==> config.mk <==
export PLATFORM = sky130hd
export DESIGN_NAME = full_adder_top
export DESIGN_NICKNAME = d
export VERILOG_FILES = /design/src/rtl/full_adder_top.sv
export SDC_FILE = /design/constraint.sdc
export NUM_CORES = 1
export LEC_CHECK = 0
export CORE_AREA = 4 4 41 43
export DETAILED_ROUTE_END_ITERATION = 16
export DIE_AREA = 0 0 45 47
export GPL_TIMING_DRIVEN = 0
export HOLD_SLACK_MARGIN = 0.12
export PLACE_DENSITY = 0.3
export REMOVE_ABC_BUFFERS = 1
export SETUP_SLACK_MARGIN = 0.3
export SYNTH_ARGS = -nofsm -noshare
export SYNTH_HDL_FRONTEND = slang
export SYNTH_SLANG_ARGS = --single-unit
==> constraint.sdc <==
create_clock -name clk -period 2.7 [get_ports clk]
set_clock_uncertainty 0.1 [all_clocks]
set_input_delay 0.675 -clock clk [delete_from_list [all_inputs] [get_ports clk]]
set_output_delay 0.675 -clock clk [all_outputs]
set_load 0.03 [all_outputs]
==> src/rtl/full_adder_top.sv <==
// -----------------------------------------------------------------------------
// full_adder_top
//
// Registered ripple-carry adder. Computes {Cout, S} = A + B + Cin over WIDTH
// bits through a chain of WIDTH 1-bit full-adder cells. The result is captured
// on the rising clk edge where in_valid is high, so it appears exactly one
// cycle later. There is no combinational path from any input to any output.
//
// Parameters:
//   WIDTH      operand/sum width in bits, legal range 1..64 (default 1)
//
// Ports:
//   clk        in   single clock, all state updates on the rising edge
//   rst        in   synchronous, active-high reset (wins over in_valid)
//   in_valid   in   A/B/Cin are valid this cycle
//   A, B       in   WIDTH-bit unsigned operands
//   Cin        in   carry into bit 0
//   out_valid  out  S/Cout hold a result captured on the previous edge
//   S          out  registered WIDTH-bit sum
//   Cout       out  registered carry out of bit WIDTH-1
//   ovf        out  registered two's-complement overflow
//                   (present only when FULL_ADDER_TOP_OVF_EN is defined)
//
// Build option:
//   FULL_ADDER_TOP_OVF_EN  adds the ovf output and its register.
// -----------------------------------------------------------------------------
module full_adder_top #(
    parameter int WIDTH = 1
) (
    input  logic             clk,
    input  logic             rst,
    input  logic             in_valid,
    input  logic [WIDTH-1:0] A,
    input  logic [WIDTH-1:0] B,
    input  logic             Cin,
    output logic             out_valid,
    output logic [WIDTH-1:0] S,
    output logic             Cout
`ifdef FULL_ADDER_TOP_OVF_EN
    ,
    output logic             ovf
`endif
);

    // carry[i] is the carry into cell i; carry[0] is Cin, carry[WIDTH] is Cout.
    logic [WIDTH:0]   carry;
    logic [WIDTH-1:0] sum;

    assign carry[0] = Cin;

    // One full-adder cell per bit. The carry term uses the propagate form
    // (c AND (a XOR b)) so the XOR is shared with the sum.
    for (genvar i = 0; i < WIDTH; i++) begin : g_cell
        logic prop;
        assign prop       = A[i] ^ B[i];
        assign sum[i]     = prop ^ carry[i];
        assign carry[i+1] = (A[i] & B[i]) | (carry[i] & prop);
    end

    // Output registers. Result registers load only on a valid input so they
    // hold their last value while idle; X on idle inputs never reaches them.
    // NOTE: sequential state uses non-blocking (<=) so every register samples
    // pre-edge values regardless of statement order.
    always_ff @(posedge clk) begin
        if (rst) begin
            out_valid <= 1'b0;
            S         <= '0;
            Cout      <= 1'b0;
`ifdef FULL_ADDER_TOP_OVF_EN
            ovf       <= 1'b0;
`endif
        end else begin
            out_valid <= in_valid;
            if (in_valid) begin
                S    <= sum;
                Cout <= carry[WIDTH];
`ifdef FULL_ADDER_TOP_OVF_EN
                // Signed overflow: carry into the sign bit differs from the
                // carry out of it. For WIDTH=1 carry[0] is Cin.
                ovf  <= carry[WIDTH] ^ carry[WIDTH-1];
`endif
            end
        end
    end

endmodule

==> flow_summary_export.csv <==
group,metric,value,unit
finish,final_util,18.4,%
clock_network,htree_levels,1,
global_routing,grt_use_total,4.19,%
timing,min_period,1.99,ns
power,p_leak,0.0951,nW
setup_path,cp-end-kind,"primary output",
routing,remaining_drc_errors,0,
floorplan,design.die.area,0.00212,mm2
run_status,status,"finished clean",
timing,timing.fmax,0.501,GHz
routing,vias_per_cell,3.08,
synth,synth-seq-cells,3,
finish,antennaDiodeCount,0,
routing,drt_wl_total,291,um
clock_network,cts_setup_buffers,0,
synth,netlist_instances,9,
routing,num_vias,111,
worst_hold_path,min_path_cells,2,
timing,setup_viol,0,
synth,synth_cell_types,5,
routing,final_antenna_net_count,0,
clock_network,cts-buffers-inserted,3,
place,place_ws,0.682,ns
power,sw_frac_of_total,23.5,%
finish,area_growth,110,%
place,portBuffers,8,
clock_network,cts_max_path_buffers,2,
setup_path,rr_startpoint,"Cout",
floorplan,die_w,45,um
finish,nNetsFinal,29,
setup_path,crit_type,"flip-flop to primary output",
synth,ys_warn_count,0,
setup_path,crit_slowest_cell,"clkdlybuf4s50_1",
worst_hold_path,holdCritPathClass,"flip-flop to flip-flop",
routing,dr.pass1.iters,2,
setup_path,setup.worst_path.start,"Cout",
setup_path,path_max_fanout,2,
clock_network,clock-sinks,3,
power,p_per_area,649,mW/mm2
power,comb_power_share,18.1,%
power,intPower,0.119,mW
global_routing,overflow,0,
worst_hold_path,worstHoldEndpoint,"S",
clock_network,post_cts_resized,0,
timing,fin_tns_setup,0,ns
routing,wl_per_cell,8.08,um
synth,avgSynthCellArea,12.7,um2
run,max_cap_viol_count,0,
power,seqPwrFrac,31.7,%
setup_path,worstPathArrival,1.22,ns
clock_network,root_buffer,"clkbuf_4",
worst_hold_path,hold_path.startpoint,"S",
timing,post-route-period-util,73.9,%
setup_path,startpoint_type,"flip-flop",
clock_network,tritoncts,"yes",
floorplan,io_pins,9,
global_routing,grt_max_degree,4,
routing,first_iter_violations,1,
clock_network,cts_hold_buf,0,
finish,drive_gt1_share,14.3,%
timing,slew_headroom,79.3,%
floorplan,placementRows,13,
power,clkPwrFrac,50.2,%
setup_path,timing.rr.end,"Cout",
clock_network,clk_pin_slew,0.04,ns
setup_path,path_buf_inv,1,
timing,maxSlewViolCount,0,
setup_path,crit_family,"buffers and inverters",
global_routing,grt_pass1_wl,531,um
setup_path,reg2reg_slack,2.02,ns
global_routing,antenna_found_initial,0,
power,finalPower,0.155,mW
synth,synth-seq-area-share,52.7,%
timing,layout_setup_ws,0.705,ns
floorplan,start_util,8.75,%
setup_path,reg2reg_depth,2,
setup_path,max_stage_delay,0.67,ns
floorplan,core_area,0.00130,mm2
power,peakVddDrop,0.000214,V
place,finalWeightedCongestion,0.594,
clock_network,insertion_delay,0.23,ns
setup_path,path_cells,"clkdlybuf4s50_1",
synth,syn_area,114,um2
timing,hold_viol,0,
timing,tightest_slew,0.309,ns
place,dp_hpwl,231,um
setup_path,cp.required,1.92,ns
floorplan,die_h,47,um
power,p_switching,0.0365,mW
global_routing,grt_pass1_vias,137,
timing,rsz0062_at_grt,"false",
-- worst max path at each step --
stage,endpoint,cells past startpoint
after floorplan,S,3
after global placement,S,4
after detailed placement,S,4
after CTS,S,1
after global routing,Cout,1
final,Cout,1
-- cell families (layout without fill, tap and decap cells) --
logic type / Yosys count / count (layout) / synth area share, %
buf+inv: 0 / 12 / 0
simple gates: 3 / 3 / 12.1
flops: 3 / 3 / 52.7
mux: 2 / 2 / 17.6
fa+ha+maj: 1 / 1 / 17.6
-- sequential cells by signal (all words and copies together) (netlist names) --
name       flops
Cout           1
S              1
out_valid      1
-- power groups by stage --
stage	sequential [mW]	combinational, mW	clock [mW]
floorplan	0.0562	0.00537	0
global placement	0.0498	0.0288	0
detailed placement	0.0499	0.0287	0
CTS	0.0492	0.0289	0.0835
global route	0.0496	0.0303	0.0886
finish	0.0491	0.0280	0.0779
-- placed cells by master (no fill, tap or decap) --
cell type,instances
mux2i_1,2
clkbuf_1,1
nor2b_1,1
clkbuf_4,3
dfxtp_1,3
nor2_1,2
fa_1,1
clkdlybuf4s50_1,8
-- cell usage after synthesis --
| master | instances | area (um2) |
|---|---|---|
| fa_1 | 1 | 20.0 |
| dfxtp_1 | 3 | 60.1 |
| mux2i_1 | 2 | 20.0 |
| nor2b_1 | 1 | 6.26 |
| nor2_1 | 2 | 7.51 |
-- final cells by class --
class,instances,area [um2]
multi-input combinational,6,53.8
fill,158,1060
timing repair buffer,8,80.1
clock buffer,4,26.3
sequential,3,60.1
tap,15,18.8
-- per-layer routing --
layer / up-vias / share of wire (%) / track usage, %
met3: 0 / 8.6 / 5.75
met4: 0 / 0 / 1.75
met2: 4 / 57 / 5.65
met1: 53 / 34 / 3.42
li1: 54 / - / -
met5: - / 0 / 0
-- per-stage QoR --
stage	instances	area [um2]	hold WS, ns
floorplan	9	114	0.530
global placement	32	213	0.382
detailed placement	32	213	0.391
CTS	36	239	0.404
global route	36	239	0.429
finish	36	239	0.394
Power figures use the tool's default switching activity.
